--- src/rtl/sdram_host_bridge_pkg.sv ---
// Shared constants and enums for the UART/SPI-to-SDRAM host bridge.
package host_bridge_pkg;

    localparam logic [7:0] OP_VERSION = 8'h30;
    localparam logic [7:0] OP_READ    = 8'h31;
    localparam logic [7:0] OP_WRITE   = 8'h32;
    localparam logic [7:0] OP_FILL    = 8'h33;

    localparam logic [7:0] ACK_OK      = 8'h01;
    localparam logic [7:0] ACK_OVERRUN = 8'hEE;

    typedef enum logic [1:0] {
        CMD_NOP   = 2'b00,
        CMD_READ  = 2'b01,
        CMD_WRITE = 2'b10,
        CMD_ACT   = 2'b11
    } sdram_cmd_e;

    typedef enum logic [1:0] {
        XFER_VER,
        XFER_READ,
        XFER_WRITE,
        XFER_FILL
    } xfer_e;

    typedef enum logic [3:0] {
        ST_IDLE,
        ST_HDR,
        ST_RD_ACT,
        ST_RD_CMD,
        ST_RD_SEND,
        ST_WR_COLLECT,
        ST_WR_ACT,
        ST_WR_CMD,
        ST_FILL_ACT,
        ST_FILL_CMD,
        ST_ACK,
        ST_SPI_ACT,
        ST_SPI_CMD
    } state_e;

endpackage

--- src/rtl/sdram_host_bridge_edge_sync.sv ---
// Two-flop synchroniser for an asynchronous level, with a registered rising-edge pulse.
module edge_sync (
    input  logic clk,
    input  logic reset_n,
    input  logic i_async,
    output logic o_rise
);

    logic r_meta;
    logic r_sync;
    logic r_prev;
    logic r_rise;

    always_ff @(posedge clk or negedge reset_n) begin
        if (!reset_n) begin
            r_meta <= 1'b0;
            r_sync <= 1'b0;
            r_prev <= 1'b0;
            r_rise <= 1'b0;
        end else begin
            r_meta <= i_async;
            r_sync <= r_meta;
            r_prev <= r_sync;
            r_rise <= r_sync & ~r_prev;
        end
    end

    assign o_rise = r_rise;

endmodule

--- src/rtl/sdram_host_bridge.sv ---
// UART command bridge to an SDRAM controller, with an SPI-requested erase path.
module sdram_host_bridge
    import host_bridge_pkg::*;
#(
    parameter int unsigned ADDR_W     = 22,
    parameter int unsigned LEN_W      = 16,
    parameter int unsigned BEAT_BYTES = 8,
    parameter logic [7:0]  VERSION    = 8'h02
) (
    input  logic                    clk,
    input  logic                    reset_n,
    input  logic                    rxd_strobe,
    input  logic [7:0]              rxd_data,
    input  logic                    txd_ready,
    output logic                    txd_strobe,
    output logic [7:0]              txd_data,
    output logic [1:0]              sdram_cmd,
    output logic [ADDR_W+1:0]       sdram_addr,
    input  logic                    sdram_cmd_busy,
    input  logic [BEAT_BYTES*8-1:0] sdram_rdata,
    output logic [BEAT_BYTES*8-1:0] sdram_wdata,
    output logic [BEAT_BYTES-1:0]   sdram_wmask,
    input  logic                    spi_active,
    input  logic                    spi_req,
    input  logic [ADDR_W-1:0]       spi_addr,
    input  logic [LEN_W-1:0]        spi_len,
    output logic                    spi_done
);

    localparam int unsigned DATA_W = BEAT_BYTES * 8;
    localparam int unsigned IDX_W  = $clog2(BEAT_BYTES);
    localparam int unsigned ABYTES = (ADDR_W + 7) / 8;
    localparam int unsigned CNT_W  = 4;
    localparam logic [IDX_W-1:0] LAST_IDX = IDX_W'(BEAT_BYTES - 1);

    state_e                r_state, w_state_nxt;
    xfer_e                 r_xfer, w_xfer_nxt;
    logic [CNT_W-1:0]      r_hdr_cnt, w_hdr_cnt_nxt;
    logic [ADDR_W-1:0]     r_addr, w_addr_nxt;
    logic [LEN_W-1:0]      r_len, w_len_nxt;
    logic [7:0]            r_pat, w_pat_nxt;
    logic [IDX_W-1:0]      r_idx, w_idx_nxt;
    logic [DATA_W-1:0]     r_buf, w_buf_nxt;
    logic [BEAT_BYTES-1:0] r_col_mask, w_col_mask_nxt;
    logic                  r_rd_loaded, w_rd_loaded_nxt;
    logic [DATA_W-1:0]     r_cmt_data, w_cmt_data_nxt;
    logic [BEAT_BYTES-1:0] r_cmt_mask, w_cmt_mask_nxt;
    logic [ADDR_W-1:0]     r_cmt_addr, w_cmt_addr_nxt;
    logic                  r_cmt_pend, w_cmt_pend_nxt;
    logic                  r_overrun, w_overrun_nxt;
    logic                  r_spi_pend, w_spi_pend_nxt;
    logic                  r_spi_done, w_spi_done_nxt;
    logic                  r_txd_strobe, w_txd_strobe_nxt;
    logic [7:0]            r_txd_data, w_txd_data_nxt;
    sdram_cmd_e            r_sdram_cmd, w_sdram_cmd_nxt;
    logic [ADDR_W+1:0]     r_sdram_addr, w_sdram_addr_nxt;
    logic [DATA_W-1:0]     r_wdata, w_wdata_nxt;
    logic [BEAT_BYTES-1:0] r_wmask, w_wmask_nxt;

    logic                  w_spi_rise;
    logic                  w_busy;
    logic                  w_wr_issue;
    logic                  w_collect;
    logic [CNT_W-1:0]      w_hdr_last;
    logic [DATA_W-1:0]     w_beat_data;
    logic [BEAT_BYTES-1:0] w_beat_mask;

    edge_sync u_spi_sync (
        .clk     (clk),
        .reset_n (reset_n),
        .i_async (spi_req),
        .o_rise  (w_spi_rise)
    );

    // A command just issued still counts as busy for the following cycle.
    assign w_busy = (r_sdram_cmd != CMD_NOP) || sdram_cmd_busy;

    always_comb begin
        w_state_nxt      = r_state;
        w_xfer_nxt       = r_xfer;
        w_hdr_cnt_nxt    = r_hdr_cnt;
        w_addr_nxt       = r_addr;
        w_len_nxt        = r_len;
        w_pat_nxt        = r_pat;
        w_idx_nxt        = r_idx;
        w_buf_nxt        = r_buf;
        w_col_mask_nxt   = r_col_mask;
        w_rd_loaded_nxt  = r_rd_loaded;
        w_cmt_data_nxt   = r_cmt_data;
        w_cmt_mask_nxt   = r_cmt_mask;
        w_cmt_addr_nxt   = r_cmt_addr;
        w_cmt_pend_nxt   = r_cmt_pend;
        w_overrun_nxt    = r_overrun;
        w_spi_pend_nxt   = r_spi_pend | w_spi_rise;
        w_spi_done_nxt   = r_spi_done;
        w_txd_strobe_nxt = 1'b0;
        w_txd_data_nxt   = r_txd_data;
        w_sdram_cmd_nxt  = CMD_NOP;
        w_sdram_addr_nxt = r_sdram_addr;
        w_wdata_nxt      = r_wdata;
        w_wmask_nxt      = r_wmask;
        w_wr_issue       = 1'b0;
        w_collect        = 1'b0;
        w_hdr_last       = CNT_W'(ABYTES + 1) + ((r_xfer == XFER_FILL) ? CNT_W'(1) : CNT_W'(0));
        w_beat_data      = r_buf;
        w_beat_mask      = r_col_mask;

        unique case (r_state)
            ST_IDLE: begin
                // Pending erase wins; a byte arriving in the same cycle is lost.
                if (r_spi_pend) begin
                    w_spi_pend_nxt = w_spi_rise;
                    w_spi_done_nxt = (spi_len == '0);
                    w_addr_nxt     = spi_addr;
                    w_len_nxt      = spi_len;
                    w_state_nxt    = (spi_len == '0) ? ST_IDLE : ST_SPI_ACT;
                end else if (rxd_strobe && !spi_active) begin
                    w_hdr_cnt_nxt = '0;
                    w_addr_nxt    = '0;
                    w_len_nxt     = '0;
                    unique case (rxd_data)
                        OP_VERSION: begin
                            w_xfer_nxt  = XFER_VER;
                            w_state_nxt = ST_ACK;
                        end
                        OP_READ: begin
                            w_xfer_nxt  = XFER_READ;
                            w_state_nxt = ST_HDR;
                        end
                        OP_WRITE: begin
                            w_xfer_nxt  = XFER_WRITE;
                            w_state_nxt = ST_HDR;
                        end
                        OP_FILL: begin
                            w_xfer_nxt  = XFER_FILL;
                            w_state_nxt = ST_HDR;
                        end
                        default: ;
                    endcase
                end
            end
            ST_HDR: begin
                if (rxd_strobe) begin
                    w_hdr_cnt_nxt = r_hdr_cnt + CNT_W'(1);
                    if (r_hdr_cnt < CNT_W'(ABYTES)) begin
                        w_addr_nxt = ADDR_W'({r_addr, rxd_data});
                    end else if (r_hdr_cnt < CNT_W'(ABYTES + 2)) begin
                        w_len_nxt = LEN_W'({r_len, rxd_data});
                    end else begin
                        w_pat_nxt = rxd_data;
                    end
                    if (r_hdr_cnt == w_hdr_last) begin
                        w_idx_nxt      = '0;
                        w_col_mask_nxt = '1;
                        unique case (r_xfer)
                            XFER_READ:  w_state_nxt = (w_len_nxt == '0) ? ST_IDLE : ST_RD_ACT;
                            XFER_WRITE: w_state_nxt = (w_len_nxt == '0) ? ST_ACK : ST_WR_COLLECT;
                            XFER_FILL:  w_state_nxt = (w_len_nxt == '0) ? ST_ACK : ST_FILL_ACT;
                            default:    w_state_nxt = ST_IDLE;
                        endcase
                    end
                end
            end
            ST_RD_ACT: begin
                if (!w_busy) begin
                    w_sdram_cmd_nxt  = CMD_ACT;
                    w_sdram_addr_nxt = {r_addr, 2'b00};
                    w_state_nxt      = ST_RD_CMD;
                end
            end
            ST_RD_CMD: begin
                if (!w_busy) begin
                    w_sdram_cmd_nxt  = CMD_READ;
                    w_sdram_addr_nxt = {r_addr, 2'b00};
                    w_rd_loaded_nxt  = 1'b0;
                    w_idx_nxt        = '0;
                    w_state_nxt      = ST_RD_SEND;
                end
            end
            ST_RD_SEND: begin
                if (!r_rd_loaded) begin
                    if (!w_busy) begin
                        w_buf_nxt       = sdram_rdata;
                        w_rd_loaded_nxt = 1'b1;
                    end
                end else if (txd_ready) begin
                    w_txd_strobe_nxt = 1'b1;
                    w_txd_data_nxt   = r_buf[{r_idx, 3'b000} +: 8];
                    w_idx_nxt        = r_idx + IDX_W'(1);
                    if (r_idx == LAST_IDX) begin
                        w_addr_nxt  = r_addr + ADDR_W'(1);
                        w_len_nxt   = r_len - LEN_W'(1);
                        w_state_nxt = (r_len == LEN_W'(1)) ? ST_IDLE : ST_RD_ACT;
                    end
                end
            end
            ST_WR_COLLECT: begin
                if (r_cmt_pend) begin
                    w_state_nxt = ST_WR_ACT;
                end else if (r_len == '0) begin
                    w_state_nxt = ST_ACK;
                end
            end
            ST_WR_ACT: begin
                if (!w_busy) begin
                    w_sdram_cmd_nxt  = CMD_ACT;
                    w_sdram_addr_nxt = {r_cmt_addr, 2'b00};
                    w_state_nxt      = ST_WR_CMD;
                end
            end
            ST_WR_CMD: begin
                if (!w_busy) begin
                    w_sdram_cmd_nxt  = CMD_WRITE;
                    w_sdram_addr_nxt = {r_cmt_addr, 2'b00};
                    w_wdata_nxt      = r_cmt_data;
                    w_wmask_nxt      = r_cmt_mask;
                    w_cmt_pend_nxt   = 1'b0;
                    w_wr_issue       = 1'b1;
                    w_state_nxt      = ST_WR_COLLECT;
                end
            end
            ST_FILL_ACT, ST_SPI_ACT: begin
                if (!w_busy) begin
                    w_sdram_cmd_nxt  = CMD_ACT;
                    w_sdram_addr_nxt = {r_addr, 2'b00};
                    w_state_nxt      = (r_state == ST_FILL_ACT) ? ST_FILL_CMD : ST_SPI_CMD;
                end
            end
            ST_FILL_CMD, ST_SPI_CMD: begin
                if (!w_busy) begin
                    w_sdram_cmd_nxt  = CMD_WRITE;
                    w_sdram_addr_nxt = {r_addr, 2'b00};
                    w_wdata_nxt      = (r_state == ST_FILL_CMD) ? {BEAT_BYTES{r_pat}} : '1;
                    w_wmask_nxt      = '0;
                    w_addr_nxt       = r_addr + ADDR_W'(1);
                    w_len_nxt        = r_len - LEN_W'(1);
                    if (r_len != LEN_W'(1)) begin
                        w_state_nxt = (r_state == ST_FILL_CMD) ? ST_FILL_ACT : ST_SPI_ACT;
                    end else if (r_state == ST_FILL_CMD) begin
                        w_state_nxt = ST_ACK;
                    end else begin
                        w_spi_done_nxt = 1'b1;
                        w_state_nxt    = ST_IDLE;
                    end
                end
            end
            ST_ACK: begin
                if (txd_ready) begin
                    w_txd_strobe_nxt = 1'b1;
                    if (r_xfer == XFER_VER) begin
                        w_txd_data_nxt = VERSION;
                    end else begin
                        w_txd_data_nxt = r_overrun ? ACK_OVERRUN : ACK_OK;
                    end
                    w_overrun_nxt = 1'b0;
                    w_state_nxt   = ST_IDLE;
                end
            end
            default: w_state_nxt = ST_IDLE;
        endcase

        // Write bytes keep streaming in while the previous beat is being committed.
        w_collect = (r_state inside {ST_WR_COLLECT, ST_WR_ACT, ST_WR_CMD}) && rxd_strobe && (r_len != '0);
        if (w_collect) begin
            w_beat_data[{r_idx, 3'b000} +: 8] = rxd_data;
            w_beat_mask[r_idx]                = 1'b0;
            w_buf_nxt                         = w_beat_data;
            w_col_mask_nxt                    = w_beat_mask;
            w_idx_nxt                         = r_idx + IDX_W'(1);
            if (r_idx == LAST_IDX) begin
                w_col_mask_nxt = '1;
                w_addr_nxt     = r_addr + ADDR_W'(1);
                w_len_nxt      = r_len - LEN_W'(1);
                if (!r_cmt_pend || w_wr_issue) begin
                    w_cmt_data_nxt = w_beat_data;
                    w_cmt_mask_nxt = w_beat_mask;
                    w_cmt_addr_nxt = r_addr;
                    w_cmt_pend_nxt = 1'b1;
                end else begin
                    w_overrun_nxt = 1'b1;
                end
            end
        end
    end

    always_ff @(posedge clk or negedge reset_n) begin
        if (!reset_n) begin
            r_state      <= ST_IDLE;
            r_xfer       <= XFER_VER;
            r_hdr_cnt    <= '0;
            r_addr       <= '0;
            r_len        <= '0;
            r_pat        <= '0;
            r_idx        <= '0;
            r_buf        <= '0;
            r_col_mask   <= '1;
            r_rd_loaded  <= 1'b0;
            r_cmt_data   <= '0;
            r_cmt_mask   <= '1;
            r_cmt_addr   <= '0;
            r_cmt_pend   <= 1'b0;
            r_overrun    <= 1'b0;
            r_spi_pend   <= 1'b0;
            r_spi_done   <= 1'b0;
            r_txd_strobe <= 1'b0;
            r_txd_data   <= '0;
            r_sdram_cmd  <= CMD_NOP;
            r_sdram_addr <= '0;
            r_wdata      <= '0;
            r_wmask      <= '1;
        end else begin
            r_state      <= w_state_nxt;
            r_xfer       <= w_xfer_nxt;
            r_hdr_cnt    <= w_hdr_cnt_nxt;
            r_addr       <= w_addr_nxt;
            r_len        <= w_len_nxt;
            r_pat        <= w_pat_nxt;
            r_idx        <= w_idx_nxt;
            r_buf        <= w_buf_nxt;
            r_col_mask   <= w_col_mask_nxt;
            r_rd_loaded  <= w_rd_loaded_nxt;
            r_cmt_data   <= w_cmt_data_nxt;
            r_cmt_mask   <= w_cmt_mask_nxt;
            r_cmt_addr   <= w_cmt_addr_nxt;
            r_cmt_pend   <= w_cmt_pend_nxt;
            r_overrun    <= w_overrun_nxt;
            r_spi_pend   <= w_spi_pend_nxt;
            r_spi_done   <= w_spi_done_nxt;
            r_txd_strobe <= w_txd_strobe_nxt;
            r_txd_data   <= w_txd_data_nxt;
            r_sdram_cmd  <= w_sdram_cmd_nxt;
            r_sdram_addr <= w_sdram_addr_nxt;
            r_wdata      <= w_wdata_nxt;
            r_wmask      <= w_wmask_nxt;
        end
    end

    assign txd_strobe  = r_txd_strobe;
    assign txd_data    = r_txd_data;
    assign sdram_cmd   = r_sdram_cmd;
    assign sdram_addr  = r_sdram_addr;
    assign sdram_wdata = r_wdata;
    assign sdram_wmask = r_wmask;
    assign spi_done    = r_spi_done;

endmodule

--- config.mk ---
export PLATFORM = sky130hd
export DESIGN_NAME = sdram_host_bridge
export DESIGN_NICKNAME = d
export VERILOG_FILES = /design/src/rtl/sdram_host_bridge_pkg.sv /design/src/rtl/sdram_host_bridge_edge_sync.sv /design/src/rtl/sdram_host_bridge.sv
export SDC_FILE = /design/constraint.sdc
export NUM_CORES = 1
export LEC_CHECK = 0
export ABC_AREA = 1
export CAP_MARGIN = 20
export CORE_MARGIN = 5
export CORE_UTILIZATION = 50
export CTS_CLUSTER_DIAMETER = 60
export DETAILED_ROUTE_END_ITERATION = 12
export DONT_BUFFER_PORTS = 1
export GPL_TIMING_DRIVEN = 1
export PLACE_DENSITY = 0.74
export SLEW_MARGIN = 10
export SYNTH_ARGS = -nofsm -noshare
export SYNTH_HDL_FRONTEND = slang
export SYNTH_SLANG_ARGS = --single-unit
--- constraint.sdc ---
create_clock -name clk -period 2.8 [get_ports clk]
set_input_delay 0.56 -clock clk [delete_from_list [all_inputs] [get_ports clk]]
set_output_delay 0.56 -clock clk [all_outputs]
set_load 0.05 [all_outputs]
==> results.py, run 1 <==
metrics = {
    "drt": {
        "vias": 16100,
        "drt_wl_total_mm": 57.5,
        "drc": 0,
        "drtIter0Drc": 2005,
        "wl_per_cell_um": 21.1,
        "routed_via_density": 5.92,
        "dr.pass1.iters": 8,
        "final_antenna_net_count": 0,
    },
    "power_and_ir_drop": {
        "switchingPower_uw": 11400,
        "p_int_uw": 12100,
        "leakagePower_uw": 0.00920,
        "p_per_area_mw_per_mm2": 1210,
        "combinationalPowerShare_pct": 34.1,
        "clkPwrFrac_pct": 21.0,
        "ir_drop_mv": 0.725,
        "switching_share_pct": 48.5,
        "seq_power_share_pct": 44.9,
    },
    "run_status": {
        "outcome": "finished with violations",
        "violations": "hold timing",
    },
    "timing": {
        "finalClockSkew_ns": 0.0224,
        "hold_viol": 315,
        "setup_viol_count_final": 0,
        "rsz0062_at_grt": "true",
        "drv_slew": 0,
        "finalWorstSetupSlack_ns": 0.0864,
        "worst_pin_slew_ns": 1.13,
        "slew_headroom_pct": 25.0,
        "fmax_mhz": 369,
        "whs_ns": -0.292,
        "tns_ns": 0,
        "period_share_pct": 96.9,
        "min_period_ns": 2.71,
    },
    "setup_path": {
        "cp_slowest_cell": "o21ai_0",
        "path_cells": "inv_1, ha_1, ha_1, nor2_1, nand3_1, o21ai_0, a22oi_1, o21ai_0",
        "arrival_ns": 3.17,
        "cp_max_fo": 16,
        "cp_data_required_time_ns": 3.25,
        "cpPeakStageDelay_ns": 0.57,
        "endpoint_kind": "register",
        "worstSetupPathType": "reg -> reg",
        "crit_path_start_kind": "register",
    },
    "die": {
        "die_x_um": 196,
        "die_h_um": 196,
        "num_io_pins": 225,
        "die-area_sq_mm": 0.0386,
        "core_area_sq_mm": 0.0345,
        "start_util_pct": 50.5,
        "fp-row-count": 68,
    },
    "cells_and_area": {
        "fin_cells": 2727,
        "multi_input_comb_area_sq_mm": 0.00767,
        "post-route-util_pct": 56.5,
        "fill_cells": 3104,
        "post-route-cell-area_sq_mm": 0.0195,
        "final_nets": 2361,
        "syn2layout_area_growth_pct": 12.0,
        "regArea_sq_mm": 0.00851,
        "drive_gt1_share_pct": 10.2,
    },
    "placed_design": {
        "dp_cells": 2647,
        "hpwlAfterDp_mm": 41.6,
        "portBuffers": 0,
        "gp_congestion": 0.924,
        "pre_cts_ws_ns": 0.152,
        "place_area_sq_mm": 0.0182,
    },
    "synth": {
        "synth.area.top_cells": "dfrtp_1, nand2_1, o21ai_0",
        "yosysTopAreaCell": "dfrtp_1",
        "synth_most_common_cell": "nand2_1",
        "synth_edf_count": 0,
        "synth.avg_cell_area_sq_um": 7.86,
        "synth_commonest_cells": "nand2_1, dfrtp_1, o21ai_0, inv_1, nor2_1",
        "yosysWarnings": 0,
        "yosys.area.top_type_share_pct": 45.3,
        "ys_types": 55,
        "synth_flop_cell": "dfrtp_1",
        "syn_area_sq_mm": 0.0174,
        "ys_seq_elements": 339,
        "syn_inst": 2211,
        "synthArstFlopShare_pct": 100,
        "synth_seq_area_share_pct": 49.0,
    },
    "flow_run": {
        "drv_cap": 0,
    },
    "global_routing": {
        "gr-total-overflow": 0,
        "grt_start_max_net_pins": 340,
        "grt_pass1_wl_mm": 87.9,
        "grt_pass1_vias": 15100,
        "grtUsageTotal_pct": 28.8,
        "antenna_found_initial": 15,
    },
    "clock_tree": {
        "clock-sinks": 339,
        "cts_buffers": 39,
        "clock_latency_ns": 0.55,
        "post-cts-setup-buffers": 0,
        "path_clk_slew_ns": 0.06,
        "htreeDepth": 2,
        "cts_root_buf": "clkbuf_16",
        "clockBufferDepth": 3,
        "cts_tree": "built",
    },
    "worst_hold_path": {
        "holdCritPathClass": "in -> async",
    },
}
[stage by stage]
stage	power, uW	hold WS [ns]
floorplan	15500	0.264
global placement	18200	0.288
detailed placement	18500	0.289
CTS	23400	-0.290
global route	24800	-0.314
finish	23500	-0.292
[power groups by stage]
stage	Combinational [uW]	Clock [uW]	Sequential [uW]
global placement	7670	0	10600
global route	8900	5200	10700
floorplan	5540	0	10000
CTS	7890	4980	10500
detailed placement	7850	0	10600
finish	8030	4930	10600
[cell type report]
cell class	instances	area share (%)
sequential	339	43.7
multi-input combinational	1568	39.4
clock buffer	57	5.72
inverter	199	3.84
timing repair buffer	86	3.66
tap	455	2.92
clock inverter	12	0.611
antenna	11	0.141
[what timing repair did]
action	in CTS	in global routing
endpoints found under the setup margin	0	42
gates resized for setup	0	5
hold endpoints to repair	339	315
[logic make-up after synthesis]
kind of cell               synth area share [%]
and+or+nand+nor                            23.9
AOI/OAI and AO/OA                          18.3
other                                    0.0216
muxes                                     0.130
adders and majority gates                 0.791
DFF                                        49.0
buffers and inverters                      7.11
xor gates and xnor gates                  0.705
[state kept, by name, indices dropped and copies added, names as in the netlist, 3 cells and up]
signal / cells
r_buf: 64
r_idx: 3
r_col_mask: 8
r_cmt_data: 64
r_cmt_addr: 22
r_cmt_mask: 8
txd_data: 8
sdram_wdata: 64
r_hdr_cnt: 4
sdram_wmask: 8
r_len: 16
r_state: 4
r_pat: 8
sdram_addr: 22
r_addr: 22
[path summary, 6_finish.rpt]
| path | start | endpoint | slack, ns | cells after the start |
|---|---|---|---|---|
| hold / removal | reset_n | sdram_addr[17] | -0.29 | 0 |
| min in group clk | spi_req | u_spi_sync.r_meta | 0.06 | 0 |
| max in group asynchronous | reset_n | u_spi_sync.o_rise | 2.15 | 0 |
| setup reg to reg | r_idx[0] | r_buf[28] | 0.09 | 8 |
| hold reg to reg | u_spi_sync.r_meta | u_spi_sync.r_sync | 0.35 | 0 |
| setup / recovery | r_idx[0] | r_buf[28] | 0.09 | 8 |
[placed cells by master, fill, tap and decap left out, types with 11 or more instances in the layout]
master and instances:
a21oi_1 36, a221oi_1 14, a221oi_2 17, a22oi_1 55
a31oi_1 74, buf_4 80, clkbuf_1 11, clkbuf_16 39
dfrtp_1 315, dfstp_2 24, diode_2 11, ha_1 11
inv_1 187, nand2_1 675, nand3_1 82, nand4_1 22
nor2_1 183, nor2_2 12, nor3_1 22, o211ai_1 14
o21ai_0 260, o21ai_1 11, xor2_1 13
[metal layers]
layer	global-route usage, %	vias up	share of wire, %
met5	0	-	0.071
met4	11.2	8	3.9
met3	7.16	151	10
met2	43.7	812	45
met1	40.3	7732	41
li1	-	7433	-
[critical path: cells and delay by family, from the launching register on]
family,cells,cell delay [ns]
compound gates,3,0.80
fa+ha+maj,2,0.45
buf+inv,1,0.18
flops,1,0.50
simple gates,2,0.71
Note: power is estimated with default switching activity, not from simulation.
==> run 2, diff against run 1 <==
--- a/config.mk
+++ b/config.mk
@@ -7,12 +7,13 @@
 export LEC_CHECK = 0
 export ABC_AREA = 1
 export CAP_MARGIN = 20
-export CORE_MARGIN = 5
+export CORE_MARGIN = 2
 export CORE_UTILIZATION = 50
 export CTS_CLUSTER_DIAMETER = 60
 export DETAILED_ROUTE_END_ITERATION = 12
 export DONT_BUFFER_PORTS = 1
 export GPL_TIMING_DRIVEN = 1
+export MAX_ROUTING_LAYER = met4
 export PLACE_DENSITY = 0.74
 export SLEW_MARGIN = 10
 export SYNTH_ARGS = -nofsm -noshare
==> constraint.sdc (replaced) <==
create_clock -name clk -period 2.8 [get_ports clk]
set_input_delay 0.56 -clock clk [delete_from_list [all_inputs] [get_ports clk]]
set_output_delay 0.56 -clock clk [all_outputs]
set_load 0.005 [all_outputs]
==> results.py, run 2 (synthesis gave the netlist of run 1 again) <==
metrics = {
    "die": {
        "fp-row-count": 68,
        "start_util_pct": 50.6,
        "die_h_um": 190,
        "num_io_pins": 225,
        "die_x_um": 190,
        "core_area_sq_mm": 0.0344,
        "die-area_sq_mm": 0.0363,
    },
    "global_routing": {
        "grt_pass1_vias": 15000,
        "antenna_found_initial": 2,
        "gr-total-overflow": 0,
        "grtUsageTotal_pct": 31.9,
        "grt_pass1_wl_mm": 86.4,
        "grt_start_max_net_pins": 340,
    },
    "drt": {
        "vias": 15900,
        "drtIter0Drc": 1896,
        "routed_via_density": 5.89,
        "drc": 0,
        "dr.pass1.iters": 7,
        "final_antenna_net_count": 0,
        "drt_wl_total_mm": 56.2,
        "wl_per_cell_um": 20.8,
    },
    "clock_tree": {
        "cts_buffers": 39,
        "clock_latency_ns": 0.55,
        "htreeDepth": 2,
        "cts_tree": "built",
        "cts_root_buf": "clkbuf_16",
        "clockBufferDepth": 3,
        "clock-sinks": 339,
        "path_clk_slew_ns": 0.06,
    },
    "timing": {
        "hold_viol": 315,
        "rsz0062_at_grt": "false",
        "slew_headroom_pct": 44.4,
        "finalWorstSetupSlack_ns": 0.197,
        "min_period_ns": 2.60,
        "setup_viol_count_final": 0,
        "tns_ns": 0,
        "worst_pin_slew_ns": 0.834,
        "fmax_mhz": 384,
        "whs_ns": -0.278,
        "drv_slew": 0,
        "period_share_pct": 93.0,
        "finalClockSkew_ns": 0.0222,
    },
    "worst_hold_path": {
        "holdCritPathClass": "in -> async",
    },
    "cells_and_area": {
        "post-route-util_pct": 56.5,
        "final_nets": 2353,
        "fin_cells": 2708,
        "post-route-cell-area_sq_mm": 0.0194,
        "layout_commonest_cell": "nand2_1",
        "syn2layout_area_growth_pct": 11.6,
        "fill_cells": 3140,
        "multi_input_comb_area_sq_mm": 0.00766,
        "drive_gt1_share_pct": 9.73,
        "final_cell_mix": "nand2_1, dfrtp_1, o21ai_0",
        "regArea_sq_mm": 0.00851,
    },
    "setup_path": {
        "arrival_ns": 3.08,
        "worstSetupPathType": "reg -> reg",
        "endpoint_kind": "register",
        "crit_path_start_kind": "register",
        "cp_max_fo": 16,
        "cp_data_required_time_ns": 3.27,
    },
    "placed_design": {
        "portBuffers": 0,
        "gp_congestion": 0.992,
        "hpwlAfterDp_mm": 40.4,
        "place_area_sq_mm": 0.0182,
        "dp_cells": 2639,
        "pre_cts_ws_ns": 0.235,
    },
    "power_and_ir_drop": {
        "ir_drop_mv": 0.524,
        "leakagePower_uw": 0.00917,
        "p_per_area_mw_per_mm2": 1080,
    },
    "run_status": {
        "outcome": "finished with violations",
        "violations": "hold timing",
    },
    "flow_run": {
        "drv_cap": 0,
    },
}
## run 2: cell types whose count changed in the layout (fill, tap and decap cells not counted), moves of 2 or more
cell and delta:
clkinv_2 -3, clkbuf_8 -2, inv_6 +3, clkinvlp_4 -2
buf_4 -9, diode_2 -9, buf_12 +2
## run 2: final timing paths
kind	slack, ns	end	from	depth (start not counted)
hold reg to reg	0.35	u_spi_sync.r_sync	u_spi_sync.r_meta	0
setup reg to reg	0.20	r_buf[12]	r_idx[0]	8
setup / recovery	0.20	r_buf[12]	r_idx[0]	8
max in group asynchronous	2.38	txd_strobe	reset_n	0
hold / removal	-0.28	r_cmt_data[7]	reset_n	0
min in group clk	0.05	u_spi_sync.r_meta	spi_req	0
## run 2: repair_timing
action / CTS / global route
setup endpoints to repair: 0 / 3
setup buffers: 0 / 0
hold endpoints to repair: 339 / 315
gates resized for setup: 0 / 4
## run 2: worst max-delay path, cell delays in order, from the launching register on
cell and delay (ns):
dfrtp_1 0.50, inv_1 0.17, ha_1 0.24, ha_1 0.21
nor2_1 0.23, nand3_1 0.47, o21ai_0 0.52, a22oi_1 0.12
o21ai_0 0.10
## run 2: per-stage QoR
stage	total power (uW)	hold slack [ns]
6_report	21000	-0.278
5_1_grt	22400	-0.292
4_1_cts	21000	-0.310
3_5_place_dp	15900	0.277
3_3_place_gp	15700	0.276
2_1_floorplan	13100	0.264
## run 2: where the power goes
group          switching [uW]  internal [uW]  leakage (uW)  total (uW)
combinational            5150           2730       0.00443        7880
sequential               1590           6560       0.00413        8150
clock                    2080           2910      0.000607        4990
total                    8820          12200       0.00917       21000
## run 2: cell type report
cell class | count | share of cell area [%]
Multi-Input combinational cell | 1568 | 39.5
Antenna cell | 2 | 0.0258
Sequential cell | 339 | 43.9
Clock inverter | 12 | 0.793
Timing Repair Buffer | 78 | 3.47
Clock buffer | 55 | 5.59
Tap cell | 455 | 2.93
Inverter | 199 | 3.85
## run 2: metal layers
metal  vias to the layer above  GRT usage, %  wire length [um]
met5                         -             -                 0
met4                         0          12.7              2260
met3                       143          5.52              5260
met2                       785          48.1             25600
met1                      7605          42.8             23100
li1                       7415             -                 -
==> RTL edit (flow settings as in run 2) <==
Take the reset off `r_wdata` and load it in a clocked block of its own.
--- a/src/rtl/sdram_host_bridge.sv
+++ b/src/rtl/sdram_host_bridge.sv
@@ -306,7 +306,6 @@
             r_txd_data   <= '0;
             r_sdram_cmd  <= CMD_NOP;
             r_sdram_addr <= '0;
-            r_wdata      <= '0;
             r_wmask      <= '1;
         end else begin
             r_state      <= w_state_nxt;
@@ -330,9 +329,12 @@
             r_txd_data   <= w_txd_data_nxt;
             r_sdram_cmd  <= w_sdram_cmd_nxt;
             r_sdram_addr <= w_sdram_addr_nxt;
-            r_wdata      <= w_wdata_nxt;
             r_wmask      <= w_wmask_nxt;
         end
+    end
+
+    always_ff @(posedge clk) begin
+        r_wdata <= w_wdata_nxt;
     end
 
     assign txd_strobe  = r_txd_strobe;
Function: not settled (the Yosys comparison gave no result); the edit may change what the design does.
==> RTL edit against run 2 <==
The flow still finishes with violations (negative hold slack). Synthesized area grew 1.2%. Sequential cell count is the same. Cell area grew 1.4%. Wire length grew 0.12%. Utilization grew 0.38 points. Worst setup slack gained 0.0084 ns. Power shrank 6.3%. Hold slack gained 0.019 ns. Clock skew grew 0.014 ns. First-iteration DRC count shrank 4.0%. Critical path type unchanged. Critical endpoint is now r_addr[14]. Largest cell class unchanged. Largest power group unchanged. Highest routed layer unchanged.
==> RTL edit: results (changes against run 2) <==
| Metric | Value |
|---|---|
| Outcome | `finished with violations` |
| Failing checks | `negative hold slack` |
| Static leakage | `8.90 nW (-2.9%)` |
| Via count | `15,700 (-1.8%)` |
| All-layer global routing usage | `31.8% (-0.049 points)` |
| Maximum VDD drop | `0.610 mV (+16%)` |
| Slew Limit Headroom | `31.6% (-13 points)` |
| Initial antenna violation count | `8 (+6)` |
| Post-synth ARST share | `81.1% (-19 points)` |
| Final estimated routing congestion in global placement | `0.961 (-3.1%)` |
| Drt pass-1 iters | `6 (-1)` |
| Synthesized-area fraction occupied by adder cells | `0.782% (-0.0096 points)` |
| Dominant delay contributor by cell family on the critical path | `simple AND/OR/NAND/NOR gates` |
| Multiplexer share of the synthesized area | `0.128% (-0.0016 points)` |
| WP data arrival | `3.00 ns (-0.08 ns)` |
| EDFF count, synth | `64 (+64)` |
| Sequential-to-total area share from yosys stat | `50.2% (+1.2 points)` |
| Post-DR wirelength/cell | `20.8 um (+0.35%)` |
| Critical path's slowest cell | `sky130_fd_sc_hd__dfrtp_2` |
| Xor and xnor area share after synthesis | `0.746% (+0.041 points)` |
| Maximum number of pins on one net before global-route repair | `276 (-19%)` |
| Final worst hold slack | `-0.258 ns (+0.0194 ns)` |
| Critical Path Max Stage Delay | `0.45 ns (-0.07 ns)` |
| Hold violation total from the final report | `251 (-20%)` |
| Total CTS buffers | `41 (+5.1%)` |
| First-pass GRT wire length | `86,600 um (+0.22%)` |
| Synth area leaders | `sky130_fd_sc_hd__dfrtp_1 (36%), sky130_fd_sc_hd__nand2_1 (13%), sky130_fd_sc_hd__edfxtp_1 (11%), sky130_fd_sc_hd__o21ai_0 (9.5%), sky130_fd_sc_hd__inv_1 (5.4%)` |
| Largest fanout of any net on the critical path | `9 (-7)` |
| Placed instance area | `18,300 sq um (+0.63%)` |
| Synthesized-area fraction occupied by ao, oa, aoi and oai cells | `17.4% (-0.99 points)` |
| Via count of the first global-routing pass | `14,800 (-0.96%)` |
| Drt first-iter violations | `1,821 (-4.0%)` |
## RTL edit: changes by cell type after synthesis, sizes merged, moves of 7 or more
cell and delta:
dfrtp -64, o22ai +16, edfxtp +64, a211oi +7, o211ai +17, a31oi -56
nand3 +19, o21ai +94, nor2 -46, a22oi -42, nand2 -77, a221oi -22
inv +69
## RTL edit: through the flow
step	hold WS, ns	worst slack, ns	instances
2_1_floorplan	0.264	0.164	2189
3_5_place_dp	0.286	0.0584	2613
3_3_place_gp	0.287	0.140	2613
4_1_cts	-0.295	0.0441	2689
6_report	-0.258	0.205	2702
5_1_grt	-0.279	0.0206	2699
## RTL edit: what timing repair did
item | in CTS | in global routing
resized for setup | 0 | 9
hold endpoints to repair | 275 | 251
buffers inserted | 0 | 2
setup endpoints to repair | 0 | 53
## RTL edit: final timing paths
check,depth (start not counted),slack (ns),startpoint,end
hold / removal,0,-0.26,reset_n,r_cmt_data[24]
max in group asynchronous,0,2.56,reset_n,sdram_addr[16]
setup / recovery,14,0.21,r_idx[0],r_addr[14]
min in group clk,0,0.04,spi_req,u_spi_sync.r_meta
setup reg to reg,14,0.21,r_idx[0],r_addr[14]
hold reg to reg,0,0.35,u_spi_sync.r_meta,u_spi_sync.r_sync
## RTL edit: cells by family after synthesis
| logic type | after synthesis |
|---|---|
| buf+inv | 369 |
| compound gates | 540 |
| xor+xnor | 15 |
| fa+ha+maj | 11 |
| other cells | 1 |
| flops | 339 |
| mux | 2 |
| simple gates | 911 |
## RTL edit: cell type report
type / instances / share of cell area [%]
sequential: 339 / 44.9
multi-input combinational: 1481 / 36.8
clock buffer: 49 / 5.57
inverter: 268 / 5.13
timing repair buffer: 72 / 3.32
tap: 455 / 2.89
clock inverter: 27 / 1.27
antenna: 11 / 0.140
## RTL edit: routing by layer
metal | routed length, um | GRT usage, % | up-vias
met3 | 5520 | 7.16 | 113
met1 | 24200 | 44.0 | 7457
li1 | - | - | 7304
met2 | 24400 | 46.0 | 790
met4 | 2170 | 11.3 | 0
met5 | 0 | - | -
## RTL edit: power groups by stage
stage | Sequential (mW) | Clock (mW) | Combinational (mW)
CTS | 7.42 | 5.32 | 6.79
finish | 7.46 | 5.27 | 6.97
global placement | 7.46 | 0 | 6.66
global route | 7.59 | 5.53 | 7.81
floorplan | 7.02 | 0 | 4.87
detailed placement | 7.50 | 0 | 6.75
